**src/rtl/fb_write_arbiter.sv**
```systemverilog
// fb_write_arbiter: frame-buffer port controller between the SPI pixel receiver
// and a single-port synchronous pixel memory. Scan reads always win the memory;
// queued writes and frame-clear writes drain in the cycles reads leave idle.
module fb_write_arbiter #(
  parameter int ADDR_W      = 14,
  parameter int PIX_W       = 2,
  parameter int FRAME_WORDS = 12288,
  parameter int FIFO_DEPTH  = 4
) (
  input  logic                          mainClk,
  input  logic                          reset,
  input  logic                          wrValid,
  input  logic                          wrBurst,
  input  logic [ADDR_W-1:0]             wrAddr,
  input  logic [PIX_W-1:0]              wrData,
  output logic                          wrReady,
  input  logic                          rdReq,
  input  logic [ADDR_W-1:0]             rdAddr,
  output logic                          rdValid,
  output logic [PIX_W-1:0]              rdData,
  input  logic                          clearReq,
  input  logic [PIX_W-1:0]              clearVal,
  output logic                          clearBusy,
  output logic                          clearDone,
  output logic                          dropped,
  output logic [$clog2(FIFO_DEPTH):0]   fifoCount,
  output logic [ADDR_W-1:0]             memAddr,
  output logic                          memWe,
  output logic [PIX_W-1:0]              memWData,
  input  logic [PIX_W-1:0]              memRData
);

  localparam int PTR_W = $clog2(FIFO_DEPTH);
  localparam int CNT_W = PTR_W + 1;
  localparam logic [ADDR_W-1:0] LAST_ADDR  = ADDR_W'(FRAME_WORDS - 1);
  localparam logic [CNT_W-1:0]  FULL_COUNT = CNT_W'(FIFO_DEPTH);

  typedef enum logic [0:0] {S_IDLE, S_CLEAR} state_t;

  state_t              r_state;
  state_t              w_stateNext;
  logic                w_startClear;

  logic [ADDR_W-1:0]   r_fifoAddr [FIFO_DEPTH];
  logic [PIX_W-1:0]    r_fifoData [FIFO_DEPTH];
  logic [PTR_W-1:0]    r_wrPtr;
  logic [PTR_W-1:0]    r_rdPtr;
  logic [CNT_W-1:0]    r_count;

  logic [ADDR_W-1:0]   r_burstPtr;
  logic [ADDR_W-1:0]   r_clearPtr;
  logic [ADDR_W-1:0]   r_lastAddr;
  logic [PIX_W-1:0]    r_clearVal;
  logic [PIX_W-1:0]    r_lastWData;
  logic [PIX_W-1:0]    r_fwdData;
  logic                r_pending;
  logic                r_rdValid;
  logic                r_fwdHit;
  logic                r_dropped;

  logic                w_push;
  logic                w_pop;
  logic [ADDR_W-1:0]   w_pushAddr;
  logic                w_clearAccept;
  logic                w_clearWrite;
  logic                w_clearLast;
  logic                w_fwdHit;
  logic [PIX_W-1:0]    w_fwdData;

  assign wrReady       = (r_count != FULL_COUNT) && (r_state == S_IDLE) && !r_pending;
  assign w_push        = wrValid && wrReady;
  assign w_pushAddr    = wrBurst ? r_burstPtr : wrAddr;
  assign w_pop         = !rdReq && (r_state == S_IDLE) && (r_count != '0);
  assign w_clearWrite  = !rdReq && (r_state == S_CLEAR);
  assign w_clearLast   = w_clearWrite && (r_clearPtr == LAST_ADDR);
  assign w_clearAccept = clearReq && (r_state == S_IDLE) && !r_pending;

  assign clearBusy = (r_state == S_CLEAR);
  assign clearDone = w_clearLast;
  assign dropped   = r_dropped;
  assign fifoCount = r_count;
  assign rdValid   = r_rdValid;
  assign rdData    = r_rdValid ? (r_fwdHit ? r_fwdData : memRData) : '0;

  // State register for the idle/clear sequencer.
  always_ff @(posedge mainClk or posedge reset) begin
    if (reset) r_state <= S_IDLE;
    else       r_state <= w_stateNext;
  end

  // Next state: a clear starts only once no queued write can land after it.
  always_comb begin
    w_stateNext  = r_state;
    w_startClear = 1'b0;
    case (r_state)
      S_IDLE: begin
        if ((w_clearAccept && (r_count == '0) && !w_push) ||
            (r_pending && (r_count == '0))) begin
          w_stateNext  = S_CLEAR;
          w_startClear = 1'b1;
        end
      end
      S_CLEAR: begin
        if (w_clearLast) w_stateNext = S_IDLE;
      end
      default: w_stateNext = S_IDLE;
    endcase
  end

  // Clear bookkeeping: pending flag, sampled fill value and fill pointer.
  always_ff @(posedge mainClk or posedge reset) begin
    if (reset) begin
      r_pending  <= 1'b0;
      r_clearVal <= '0;
      r_clearPtr <= '0;
    end else begin
      if (w_startClear)       r_pending <= 1'b0;
      else if (w_clearAccept) r_pending <= 1'b1;
      if (w_clearAccept) r_clearVal <= clearVal;
      if (w_startClear)      r_clearPtr <= '0;
      else if (w_clearWrite) r_clearPtr <= (r_clearPtr == LAST_ADDR) ? '0 : r_clearPtr + 1'b1;
    end
  end

  // Write FIFO storage, pointers, occupancy, burst pointer and drop flag.
  always_ff @(posedge mainClk or posedge reset) begin
    if (reset) begin
      for (int i = 0; i < FIFO_DEPTH; i++) begin
        r_fifoAddr[i] <= '0;
        r_fifoData[i] <= '0;
      end
      r_wrPtr    <= '0;
      r_rdPtr    <= '0;
      r_count    <= '0;
      r_burstPtr <= '0;
      r_dropped  <= 1'b0;
    end else begin
      if (w_push) begin
        r_fifoAddr[r_wrPtr] <= w_pushAddr;
        r_fifoData[r_wrPtr] <= wrData;
        r_wrPtr             <= r_wrPtr + 1'b1;
        r_burstPtr          <= (w_pushAddr == LAST_ADDR) ? '0 : w_pushAddr + 1'b1;
      end
      if (w_pop) r_rdPtr <= r_rdPtr + 1'b1;
      if (w_push && !w_pop)      r_count <= r_count + 1'b1;
      else if (w_pop && !w_push) r_count <= r_count - 1'b1;
      if (wrValid && !wrReady) r_dropped <= 1'b1;
    end
  end

  // Forwarding search: oldest to youngest queued entry, then this cycle's push.
  always_comb begin
    logic [PTR_W-1:0] idx;
    idx       = '0;
    w_fwdHit  = 1'b0;
    w_fwdData = '0;
    for (int i = 0; i < FIFO_DEPTH; i++) begin
      idx = r_rdPtr + PTR_W'(i);
      if ((CNT_W'(i) < r_count) && (r_fifoAddr[idx] == rdAddr)) begin
        w_fwdHit  = 1'b1;
        w_fwdData = r_fifoData[idx];
      end
    end
    if (w_push && (w_pushAddr == rdAddr)) begin
      w_fwdHit  = 1'b1;
      w_fwdData = wrData;
    end
  end

  // Memory port mux: scan read, then clear fill, then FIFO head, else hold.
  always_comb begin
    memAddr  = r_lastAddr;
    memWData = r_lastWData;
    memWe    = 1'b0;
    if (rdReq) begin
      memAddr = rdAddr;
    end else if (r_state == S_CLEAR) begin
      memAddr  = r_clearPtr;
      memWData = r_clearVal;
      memWe    = 1'b1;
    end else if (r_count != '0) begin
      memAddr  = r_fifoAddr[r_rdPtr];
      memWData = r_fifoData[r_rdPtr];
      memWe    = 1'b1;
    end
  end

  // Remember the last memory address/data and capture the read result source.
  always_ff @(posedge mainClk or posedge reset) begin
    if (reset) begin
      r_lastAddr  <= '0;
      r_lastWData <= '0;
      r_rdValid   <= 1'b0;
      r_fwdHit    <= 1'b0;
      r_fwdData   <= '0;
    end else begin
      r_lastAddr  <= memAddr;
      r_lastWData <= memWData;
      r_rdValid   <= rdReq;
      r_fwdHit    <= rdReq && w_fwdHit && (r_state == S_IDLE);
      r_fwdData   <= w_fwdData;
    end
  end

endmodule

```
**config.mk**
```make
export PLATFORM = sky130hd
export DESIGN_NAME = fb_write_arbiter
export DESIGN_NICKNAME = d
export VERILOG_FILES = /design/src/rtl/fb_write_arbiter.sv
export SDC_FILE = /design/constraint.sdc
export NUM_CORES = 1
export LEC_CHECK = 0
export CAP_MARGIN = 20
export CORE_ASPECT_RATIO = 1.25
export CORE_MARGIN = 5
export CORE_UTILIZATION = 50
export CTS_BUF_LIST = sky130_fd_sc_hd__clkbuf_8
export DETAILED_ROUTE_END_ITERATION = 8
export DONT_BUFFER_PORTS = 1
export GPL_ROUTABILITY_DRIVEN = 1
export MAX_ROUTING_LAYER = met4
export PLACE_DENSITY = 0.62
export SKIP_CTS_REPAIR_TIMING = 1
export SLEW_MARGIN = 10
export SYNTH_ARGS = -nofsm -noshare
export SYNTH_HDL_FRONTEND = slang
export SYNTH_SLANG_ARGS = --single-unit
```
**constraint.sdc**
```tcl
create_clock -name mainClk -period 4.03 [get_ports mainClk]
set_input_delay 0.2015 -clock mainClk [delete_from_list [all_inputs] [get_ports mainClk]]
set_output_delay 0.2015 -clock mainClk [all_outputs]
set_load 0.01 [all_outputs]
```
* After elaboration in Yosys (flattened, before gate mapping) *
Cells that the tools add are included.

operators by class
  $add $sub $neg = 8
  magnitude comparators = 10
  equality and inequality tests = 8
  multiplexer cells = 64
  bitwise gates (word level) = 6
  reductions and logical operators = 34

operator list
  kind                     number
  $mux W14                 17
  $bmux W14 S2             4
  $eq A14 B14 Y1           5
  $bwmux W56               1
  $mux W2                  19
  $add A14 B1 Y14 const B  2
  $demux W14 S2            1
  $eq A14 B14 Y1 const B   2
  $logic_and A1 B1 Y1      23
  $bmux W2 S2              4
  $ge A3 B3 Y1 const B     5
  $not A2 Y3               5
  $mux W1                  13
  $bwmux W8                1
  $lt A1 B3 Y1 const A     2
  $lt A2 B3 Y1 const A     2
  $mux W3                  2
  $reduce_bool A2 Y1       3
  $logic_not A1 Y1         5
  $add A2 B1 Y2 const B    2
  $add A2 B2 Y2 const B    2
  $demux W2 S2             1
  $add A3 B1 Y3 const B    1
  $logic_not A3 Y1         1
  other kinds (7)          7

storage, ports and cells
  bits in registers = 124
  bits of input ports = 40
  output and inout bits = 27
  logic and storage cells = 152

* Logic depth before layout (Yosys ltp) *
Gate-level depths: netlist (run 1).

  depth after elaboration = 13
  depth in mapped cells = 12
  gate-level depth less buffers = 9

* Worst setup path before layout (run 1) *
Ideal clock, no wire load.

  path type = register to register
  from = register r_count[0] (netlist: fifoCount[0])
  to = register r_fwdData[0]
  library setup time = 0.134 ns
  arrival = 2.419 ns
  data required time = 3.896 ns
  slack = 1.477 ns
  stages on the path, launching flop included = 10
  path buffers = 0
  clock period less this slack = 2.553 ns
  cell sequence = dfrtp_1 -> inv_1 -> ha_1 -> a211oi_1 -> nand2_1 -> inv_2 -> nand4_1 -> nor4_1 -> or2_1 -> o311ai_1

on the way
  elaborated cells between the ends (all ways) = 18
  classes of those cells = order compare: 4; eq/ne: 1; mux: 5; reduce/logical: 8

RTL lines
  what                              RTL line  text
  start: declaration                48        logic [CNT_W-1:0] r_count;
  start signal: assignment          145       if (w_push && !w_pop) r_count <= r_count + 1'b1;
  start signal: assignment          146       else if (w_pop && !w_push) r_count <= r_count - 1'b1;
  $ne A3 B3 Y1                      70        assign wrReady = (r_count != FULL_COUNT) && (r_state == S_IDLE) && !r_pending;
  $logic_and A1 B1 Y1 (2 in a row)  70
  via wrReady                       16        output logic wrReady,
  $logic_and A1 B1 Y1               71        assign w_push = wrValid && wrReady;
  via w_push                        61        logic w_push;
  $logic_and A1 B1 Y1               164       if (w_push && (w_pushAddr == rdAddr)) begin
  $mux W2                           164
  via w_fwdData[0]                  68        logic [PIX_W-1:0] w_fwdData;
  end signal: assignment            201       r_fwdData <= w_fwdData;
  end: declaration                  55        logic [PIX_W-1:0] r_fwdData;

The timed path passes the listed nets, and every way through them passes these cells.
A chain may end at the register's enable or synchronous reset.

* Worst setup path in the final report (run 1) *
  from = register r_rdPtr[1]
  to = register r_fwdData[1]

on the way
  longest elaborated chain between the ends = 11
  elaborated cells between the ends (all ways) = 44
  classes of those cells = add/sub: 3; eq/ne: 4; mux: 29; bitwise: 4; reduce/logical: 4

RTL lines
  what                                                              RTL line       text
  start: declaration                                                47             logic [PTR_W-1:0] r_rdPtr;
  start signal: assignment                                          144            if (w_pop) r_rdPtr <= r_rdPtr + 1'b1;
  $add A2 B1 Y2 or $not A2 Y3 (tied branches)                       158, 159, 161
  $not A2 Y3 (not written as such) or $bmux W14 S2 (tied branches)  159, 161
  $bmux W14 S2 or $mux W14 (tied branches)                          159            if ((CNT_W'(i) < r_count) && (r_fifoAddr[idx] == rdAddr)) begin
  $mux W14 (not written as such)                                    159
  $mux W14 (not written as such) or $eq A14 B14 Y1 (tied branches)  159
  $eq A14 B14 Y1 or $logic_and A1 B1 Y1 (tied branches)             159
  $logic_and A1 B1 Y1 or $mux W2 (tied branches)                    159
  $mux W2 (2 in a row)                                              159
  $mux W2 (*)                                                       159
  $mux W2 (*)                                                       164
  via w_fwdData[1]                                                  68

The timed path passes the listed nets; every way through them passes the cells marked *. The select of a mux whose other input is x is not followed.

==> results of run 1 <==
-- layout make-up --
class | instances | area, um2
Inverter | 20 | 77.6
Clock buffer | 17 | 234
Fill cell | 1492 | 7370
Sequential cell | 124 | 3110
Clock inverter | 15 | 150
Tap cell | 216 | 270
Timing Repair Buffer | 27 | 225
Multi-Input combinational cell | 674 | 4760
-- where the power goes --
group	internal [uW]	total (uW)	switching, uW
sequential	1290	1340	54.0
clock	547	1080	532
combinational	111	297	186
total	1950	2720	772
-- cell usage after synthesis (5+ instances only) --
cell,instances,area share (%)
a211oi_1,6,0.54
a21oi_1,27,1.6
a22o_1,9,0.95
buf_1,6,0.27
buf_2,9,0.54
buf_4,5,0.45
clkbuf_1,34,1.5
dfrtp_1,124,38
ha_1,11,1.7
inv_1,17,0.77
mux2_2,24,3.3
mux2i_1,83,10
mux4_2,11,3.0
nand2_1,135,6.1
nand3_1,12,0.73
nand4_1,9,0.68
nor2_1,54,2.5
nor3_1,7,0.42
nor4_1,7,0.53
o211ai_1,6,0.54
o21ai_0,93,5.6
o22ai_1,9,0.68
xnor2_1,58,6.1
xor2_1,28,3.0
-- metrics by stage --
| stage | worst slack (ps) | total power (uW) | cells |
|---|---|---|---|
| 3_3_place_gp | 920 | 1640 | 1052 |
| 5_1_grt | 517 | 2840 | 1093 |
| 6_report | 803 | 2720 | 1093 |
| 4_1_cts | 805 | 2740 | 1084 |
| 2_1_floorplan | 529 | 1590 | 878 |
| 3_5_place_dp | 873 | 1650 | 1052 |
-- how the worst min path moves through the flow --
stage                         end  cells past startpoint  slack [ps]  startpoint
CTS                 r_burstPtr[0]                      1        -300       reset
floorplan                 rdValid                      0         230       rdReq
finish                  clearBusy                      2         -20    clearReq
detailed placement  r_burstPtr[1]                      1         200       reset
global placement       r_wrPtr[1]                      1         190       reset
global route            clearBusy                      2           3    clearReq
-- critical path, stage by stage, from the launching register on --
cell      delay [ps]
dfrtp_4          830
buf_4            360
mux4_2           340
xnor2_1          150
nand2_1          120
nor4_1           600
nand3b_1         240
a311oi_1         290
o311ai_1         120
-- kinds of logic (layout without fill, tap and decap cells) --
family	count (synthesis)	count (layout)	share of synthesized area, %
and+or+nand+nor	256	256	13.8
AOI/OAI and AO/OA	195	195	15.2
muxes	126	126	17.8
DFF	124	124	37.5
xor gates and xnor gates	86	86	9.11
buffers and inverters	80	79	4.86
adders and majority gates	11	11	1.66
-- registers in the layout, summed over array words and instances, names as in the netlist --
| name | count |
|---|---|
| clearBusy | 1 |
| dropped | 1 |
| fifoCount | 3 |
| r_burstPtr | 14 |
| r_clearPtr | 14 |
| r_clearVal | 2 |
| r_fifoAddr | 56 |
| r_fifoData | 8 |
| r_fwdData | 2 |
| r_fwdHit | 1 |
| r_lastAddr | 14 |
| r_lastWData | 2 |
| r_pending | 1 |
| r_rdPtr | 2 |
| r_wrPtr | 2 |
| rdValid | 1 |
-- metal layers --
metal	track usage (%)	up-vias	routed length (um)
met5	-	-	0
met4	10.6	0	920
met3	5.69	49	1320
met2	44.3	222	12300
met1	32.0	3352	10200
li1	-	3097	-
==> impl_metrics.py, run 1 <==
metrics = {
    "drt": {
        "drtPass1Iterations": 5,
        "drt_wl_total_um": 24700,
        "via_per_inst": 6.15,
        "route.detailed.drc": 0,
        "drtIter0Drc": 486,
        "wl_per_cell_um": 22.6,
        "vias": 6720,
        "final_antenna_net_count": 0,
    },
    "cells_and_area": {
        "design_area_um2": 8830,
        "final_cell_mix": "nand2_1 (135), dfrtp_1 (122), o21ai_0 (93)",
        "final_common_cell": "nand2_1",
        "diodes": 0,
        "drive_gt1_share_pct": 11.9,
        "finish.utilization_pct": 54.5,
        "layout.nets": 915,
        "syn2layout_area_growth_pct": 6.78,
    },
    "place": {
        "io_buffers": 0,
        "gp_congestion": 0.977,
        "dpl_cell_area_um2": 8350,
        "post-dp-hpwl_um": 18900,
    },
    "timing": {
        "relSlewSlack_pct": 33.1,
        "holdWs_ps": -17.7,
        "layout_min_cycle_time_ps": 3230,
        "setup_viol": 0,
        "finalCritPeriodShare_pct": 80.1,
        "skew_ps": 13.1,
        "hold_viol": 1,
        "max_freq_mhz": 310,
        "drv_slew": 0,
        "worstMarginPinSlew_ps": 1000,
        "fin_setup_tns_ps": 0,
        "rsz0062_at_grt": "false",
    },
    "setup_path": {
        "cp.required_ps": 4350,
        "worst-setup-path-type": "flop to flop",
        "endpoint": "r_fwdData[1]",
        "worstPathArrival_ps": 3550,
        "reg2reg_slack_ps": 800,
        "reg2reg_to": "r_fwdData[1]",
        "reg2reg_from": "r_rdPtr[1]",
        "startpoint": "r_rdPtr[1]",
        "start_kind": "flop",
        "worstPathMaxFanout": 40,
        "worstRegToRegCells": 8,
        "crit_path_end_kind": "flop",
    },
    "yosys": {
        "ys_seq_area_share_pct": 37.5,
        "ys_seq_elements": 124,
        "synth_cell_types": 66,
        "synthArstFlopShare_pct": 100,
        "syn-num-nets": 929,
        "syn_inst": 878,
        "ys_warn_count": 0,
        "ys_dominant_reg_cell": "dfrtp_1",
        "synth_edf_count": 0,
        "syn_area_um2": 8270,
        "avgSynthCellArea_um2": 9.42,
    },
    "global_routing": {
        "grt_max_degree": 47,
        "grt_first_pass_wirelength_um": 39000,
        "grt_pass1_vias": 6676,
        "antenna_found_initial": 0,
        "grt-ovfl-total": 0,
        "grt_usage_pct": 26.8,
    },
    "job": {
        "drv_cap": 0,
    },
    "min_path": {
        "hold_class": "primary input to flop",
    },
    "floorplanning": {
        "initial_utilization_pct": 51.0,
        "core_um2": 16200,
        "die_w_um": 125,
        "die_y_um": 154,
        "die_area_um2": 19200,
        "top_level_ports": 67,
        "rows": 52,
    },
    "pwr": {
        "ir_worst_vdd_uv": 208,
        "powerDensity_nw_per_um2": 308,
        "p_leak_uw": 0.00353,
    },
    "clock_tree": {
        "cts.sinks": 124,
        "clk_path_buf_depth": 2,
        "cts_tree": "yes",
        "cts_made_buffers": 17,
        "clk_latency_ps": 450,
        "cts_root_buffer": "clkbuf_8",
        "cts.clk_slew.worst_paths_ps": 80,
        "cts_max_level": 4,
    },
    "run_status": {
        "status": "finished with violations",
        "violations": "hold timing",
    },
}
Note: power is estimated with default switching activity, not from simulation.
==> run 2, diff against run 1 <==
Clock period 4.03 ns to 3 ns, I/O delays scaled along.
==> impl_metrics.py, run 2 (same netlist as run 1, synthesis figures left out) <==
metrics = {
    "cells_and_area": {
        "instances_no_fill": 1134,
        "multi_input_area_um2": 4770,
        "regArea_um2": 3110,
        "syn2layout_area_growth_pct": 11.4,
        "largest_reg_flops": 56,
        "final_cell_mix": "nand2_1 (135), dfrtp_1 (121), o21ai_0 (93)",
        "nFillCells": 1470,
        "final_common_cell": "nand2_1",
        "top_register": "r_fifoAddr",
        "layout.nets": 956,
        "diodes": 0,
        "finish.utilization_pct": 56.8,
        "drive_gt1_share_pct": 15.5,
    },
    "floorplanning": {
        "die_area_um2": 19200,
        "rows": 52,
        "die_w_um": 125,
        "initial_utilization_pct": 51.0,
        "die_y_um": 154,
        "core_um2": 16200,
        "top_level_ports": 67,
    },
    "global_routing": {
        "grt_max_degree": 71,
        "grt_pass1_vias": 7085,
        "grt-ovfl-total": 0,
        "grt_usage_pct": 28.7,
        "grt_first_pass_wirelength_um": 41400,
        "antenna_found_initial": 0,
    },
    "drt": {
        "wl_met1_um": 10700,
        "dr.max_layer_used": "met4",
        "met2_length_um": 13100,
        "final_antenna_net_count": 0,
        "drtPass1Iterations": 6,
        "vias": 6864,
        "wl_met3_um": 1380,
        "route.detailed.drc": 0,
        "wl_per_cell_um": 23.5,
        "via_per_inst": 6.05,
        "drtIter0Drc": 456,
        "drt_wl_total_um": 26700,
    },
    "setup_path": {
        "cp_slowest_stage_delay_ps": 530,
        "cp_slowest_cell": "dfrtp_4",
        "worst_path_most_repeated_cell": "mux2i_1",
        "crit_path_end_kind": "flop",
        "worst-setup-path-type": "flop to flop",
        "start_kind": "flop",
        "reg2reg_to": "r_fwdData[0]",
        "worstPathMaxFanout": 15,
        "worstRegToRegCells": 9,
        "worstPathArrival_ps": 3150,
        "reg2reg_from": "r_rdPtr[1]",
        "cp.required_ps": 3320,
        "reg2reg_slack_ps": 170,
        "cp_cell_sequence": "buf_4, buf_12, mux2i_1, mux2i_1, xnor2_1, o211ai_1, a2111oi_0, a311oi_1, o311ai_1",
    },
    "timing": {
        "holdWs_ps": -28.4,
        "skew_ps": 16.0,
        "layout_min_cycle_time_ps": 2830,
        "finalCritPeriodShare_pct": 94.2,
        "finalWorstSetupSlack_ps": 174,
        "setup_viol": 0,
        "max_freq_mhz": 354,
        "rsz0062_at_grt": "false",
        "relSlewSlack_pct": 34.7,
        "drv_slew": 0,
        "worstMarginPinSlew_ps": 952,
        "hold_viol": 2,
        "fin_setup_tns_ps": 0,
    },
    "clock_tree": {
        "cts_tree": "yes",
        "cts.sinks": 124,
        "cts_root_buffer": "clkbuf_8",
        "clk_latency_ps": 450,
        "cts.clk_slew.worst_paths_ps": 80,
        "clk_path_buf_depth": 2,
        "cts_made_buffers": 17,
        "cts_max_level": 4,
    },
    "run_status": {
        "violations": "hold timing",
        "status": "finished with violations",
    },
    "pwr": {
        "powerDensity_nw_per_um2": 401,
        "ir_worst_vdd_uv": 361,
        "p_leak_uw": 0.00372,
    },
    "place": {
        "place_ws_ps": 94.3,
        "gp_congestion": 0.965,
        "io_buffers": 0,
        "post-dp-hpwl_um": 20400,
        "placed_cells": 1085,
    },
    "min_path": {
        "hp-start": "rdAddr[0]",
        "hold_class": "primary input to flop",
        "min_to": "r_lastAddr[0]",
        "hold_depth": 2,
    },
    "job": {
        "drv_cap": 0,
    },
}
-- run 2: cell types whose count changed in the layout (fill, tap and decap cells not counted), sizes merged --
| cell | previous run | this run |
|---|---|---|
| buf | 18 | 52 |
| clkinv | 8 | 10 |
| clkinvlp | 2 | 3 |
| dlygate4sd3 | 9 | 16 |
| inv | 23 | 20 |
-- run 2: layout make-up --
| cell class | count | share of cell area (%) |
|---|---|---|
| sequential | 124 | 33.8 |
| clock buffer | 17 | 2.54 |
| clock inverter | 15 | 1.64 |
| timing repair buffer | 68 | 6.43 |
| tap | 216 | 2.93 |
| inverter | 20 | 0.856 |
| multi-input combinational | 674 | 51.8 |
-- run 2: power by group --
part | switching, uW | leakage [uW] | internal, uW
Combinational | 267 | 0.00187 | 170
Clock | 724 | 0.000197 | 735
Sequential | 65.1 | 0.00166 | 1730
-- run 2: routing by layer --
| layer | GRT usage (%) | vias up |
|---|---|---|
| li1 | - | 3172 |
| met1 | 32.9 | 3399 |
| met2 | 47.1 | 216 |
| met3 | 6.35 | 77 |
| met4 | 15.2 | 0 |
| met5 | - | - |
-- run 2: worst max-delay path by stage --
stage | from | end | slack [ps]
after floorplan | fifoCount[0] | r_fwdData[0] | 450
after global placement | r_rdPtr[1] | r_fwdData[0] | 120
after detailed placement | r_rdPtr[1] | r_fwdData[0] | 90
after CTS | r_rdPtr[1] | r_fwdData[0] | 60
after global routing | r_rdPtr[1] | r_fwdData[1] | 20
final | r_rdPtr[1] | r_fwdData[0] | 170
-- run 2: through the flow --
| step | hold WS, ps | instance area, um2 | power (uW) |
|---|---|---|---|
| 5_1_grt | 1.67 | 9210 | 3860 |
| 4_1_cts | -508 | 9030 | 3710 |
| 6_report | -28.4 | 9210 | 3690 |
| 3_5_place_dp | -2.61 | 8640 | 2240 |
| 3_3_place_gp | -4.98 | 8640 | 2220 |
| 2_1_floorplan | 181 | 8270 | 2130 |
-- run 2: critical path, delay by kind of cell, from the launching register on --
family	cells	cell delay, ps
AO/OA/AOI/OAI	4	1050
XOR/XNOR	1	330
multiplexers	2	460
flip-flops	1	530
buffers and inverters	2	330
==> run 3, diff against run 2 <==
--- a/config.mk
+++ b/config.mk
@@ -6,4 +6,5 @@
 export NUM_CORES = 1
 export LEC_CHECK = 0
+export BUFFER_PORTS_ARGS = -buffer_cell sky130_fd_sc_hd__buf_4
 export CAP_MARGIN = 20
 export CORE_ASPECT_RATIO = 1.25
@@ -12,8 +13,7 @@
 export CTS_BUF_LIST = sky130_fd_sc_hd__clkbuf_8
 export DETAILED_ROUTE_END_ITERATION = 8
-export DONT_BUFFER_PORTS = 1
 export GPL_ROUTABILITY_DRIVEN = 1
 export MAX_ROUTING_LAYER = met4
-export PLACE_DENSITY = 0.62
+export PLACE_DENSITY = 0.65
 export SKIP_CTS_REPAIR_TIMING = 1
 export SLEW_MARGIN = 10
==> constraint.sdc (replaced) <==
create_clock -name mainClk -period 3 [get_ports mainClk]
set_input_delay 0.15 -clock mainClk [delete_from_list [all_inputs] [get_ports mainClk]]
set_output_delay 0.15 -clock mainClk [all_outputs]
set_load 0.1 [all_outputs]
==> impl_metrics.py, run 3 (same netlist as run 1, synthesis figures left out) <==
metrics = {
    "global_routing": {
        "grt_max_degree": 125,
        "grt_first_pass_wirelength_um": 41500,
        "grt_usage_pct": 28.7,
        "antenna_found_initial": 0,
        "grt_pass1_vias": 7160,
        "grt-ovfl-total": 0,
    },
    "setup_path": {
        "start_kind": "flop",
        "crit_path_end_kind": "output port",
        "worst-setup-path-type": "flop to output port",
        "reg2reg_from": "r_rdPtr[1]",
        "startpoint": "r_rdPtr[1]",
        "worstPathArrival_ps": 2690,
        "cp.required_ps": 2850,
        "worstPathMaxFanout": 21,
    },
    "timing": {
        "worstMarginPinSlew_ps": 905,
        "skew_ps": 13.2,
        "rsz0062_at_grt": "false",
        "drv_slew": 0,
        "setup_viol": 0,
        "finalCritPeriodShare_pct": 94.6,
        "max_freq_mhz": 352,
        "relSlewSlack_pct": 39.2,
        "hold_viol": 0,
        "fin_setup_tns_ps": 0,
        "layout_min_cycle_time_ps": 2840,
    },
    "clock_tree": {
        "cts_tree": "yes",
        "cts.sinks": 124,
        "clk_latency_ps": 450,
        "cts_made_buffers": 17,
        "clk_path_buf_depth": 2,
        "cts_max_level": 4,
        "cts_root_buffer": "clkbuf_8",
        "cts.clk_slew.worst_paths_ps": 70,
    },
    "place": {
        "io_buffers": 66,
        "placed_cells": 1146,
        "post-dp-hpwl_um": 20200,
        "gp_congestion": 0.985,
    },
    "run_status": {
        "status": "completed",
    },
    "pwr": {
        "powerDensity_nw_per_um2": 444,
        "ir_worst_vdd_uv": 310,
        "swShare_pct": 29.6,
        "combPwrFrac_pct": 18.0,
        "power.total_uw": 4350,
        "p_int_uw": 3060,
        "seq_power_share_pct": 41.5,
        "switching_power_uw": 1290,
        "p_leak_uw": 0.00404,
        "clock_power_share_pct": 40.6,
    },
    "drt": {
        "route.detailed.drc": 0,
        "wl_per_cell_um": 22.8,
        "drt_wl_total_um": 27000,
        "drtPass1Iterations": 5,
        "final_antenna_net_count": 0,
        "drtIter0Drc": 545,
        "vias": 7141,
        "via_per_inst": 6.04,
    },
    "cells_and_area": {
        "instances_no_fill": 1183,
        "top_register": "r_fifoAddr",
        "layout.nets": 1007,
        "final_common_cell": "nand2_1",
        "final_cell_mix": "nand2_1 (132), dfrtp_1 (119), buf_4 (109)",
        "nFillCells": 1400,
        "finish.utilization_pct": 60.5,
        "diodes": 0,
        "syn2layout_area_growth_pct": 18.6,
        "drive_gt1_share_pct": 23.7,
        "largest_reg_flops": 56,
    },
    "floorplanning": {
        "die_area_um2": 19200,
        "rows": 52,
        "initial_utilization_pct": 51.0,
        "core_um2": 16200,
        "die_w_um": 125,
        "die_y_um": 154,
        "top_level_ports": 67,
    },
    "job": {
        "drv_cap": 0,
    },
    "min_path": {
        "hold_class": "primary input to flop",
        "hp-start": "clearReq",
    },
}
run 3: cell count changes in the layout (fill, tap and decap cells not counted), moves of 3 or more:
cell,previous run,this run
buf_4,48,109
bufinv_16,2,5
clkbuf_8,17,22
clkinv_2,4,0
clkinv_4,5,0
dlygate4sd3_1,16,6
nand2_1,135,132
nand2_2,0,3
o21ai_0,93,78
o21ai_2,0,14
run 3: worst paths after layout:
kind	end	slack [ps]	cells after the start
setup / recovery	memAddr[11]	160	9
hold / removal	r_pending	3	3
setup reg to reg	r_fwdData[1]	180	9
hold reg to reg	dropped	480	1
max in group asynchronous	r_rdPtr[1]	1920	4
min in group asynchronous	r_clearVal[1]	410	4
run 3: final cells by class:
cell class                      count  area (um2)  area share (%)
Sequential cell                   124        3110            31.8
Inverter                           20        81.3           0.830
Multi-Input combinational cell    674        4920            50.2
Timing Repair Buffer              119         950            9.69
Clock inverter                      8         165            1.68
Tap cell                          216         270            2.76
Clock buffer                       22         303            3.09
run 3: metrics by stage:
| stage | worst slack [ps] | hold slack (ps) | instance area [um2] |
|---|---|---|---|
| 2_1_floorplan | -104 | 181 | 8460 |
| 3_3_place_gp | 112 | 387 | 9250 |
| 3_5_place_dp | 119 | 393 | 9250 |
| 4_1_cts | 10.5 | -78.9 | 9710 |
| 5_1_grt | 18.0 | 4.43 | 9800 |
| 6_report | 161 | 2.82 | 9800 |
run 3: metal layers:
metal | up-vias | routed length (um) | global-route usage (%)
li1 | 3279 | - | -
met1 | 3578 | 11000 | 34.3
met2 | 234 | 13700 | 48.6
met3 | 50 | 1400 | 4.82
met4 | 0 | 915 | 11.4
met5 | - | 0 | -
run 3: worst max-delay path, stage by stage, from the launching register on:
cell and delay, ps:
dfrtp_4 550, buf_12 230, buf_4 160, mux2i_1 400, nand2_1 90, o21ai_0 190, a21oi_1 130, mux2i_1 180
o21ai_2 80, buf_4 240
run 3: power groups by stage:
stage	Sequential (uW)	Clock, uW	Combinational, uW
after floorplan	1820	0	545
after global placement	1830	0	761
after detailed placement	1830	0	774
after CTS	1800	1790	777
after global routing	1810	1860	831
final	1800	1760	783
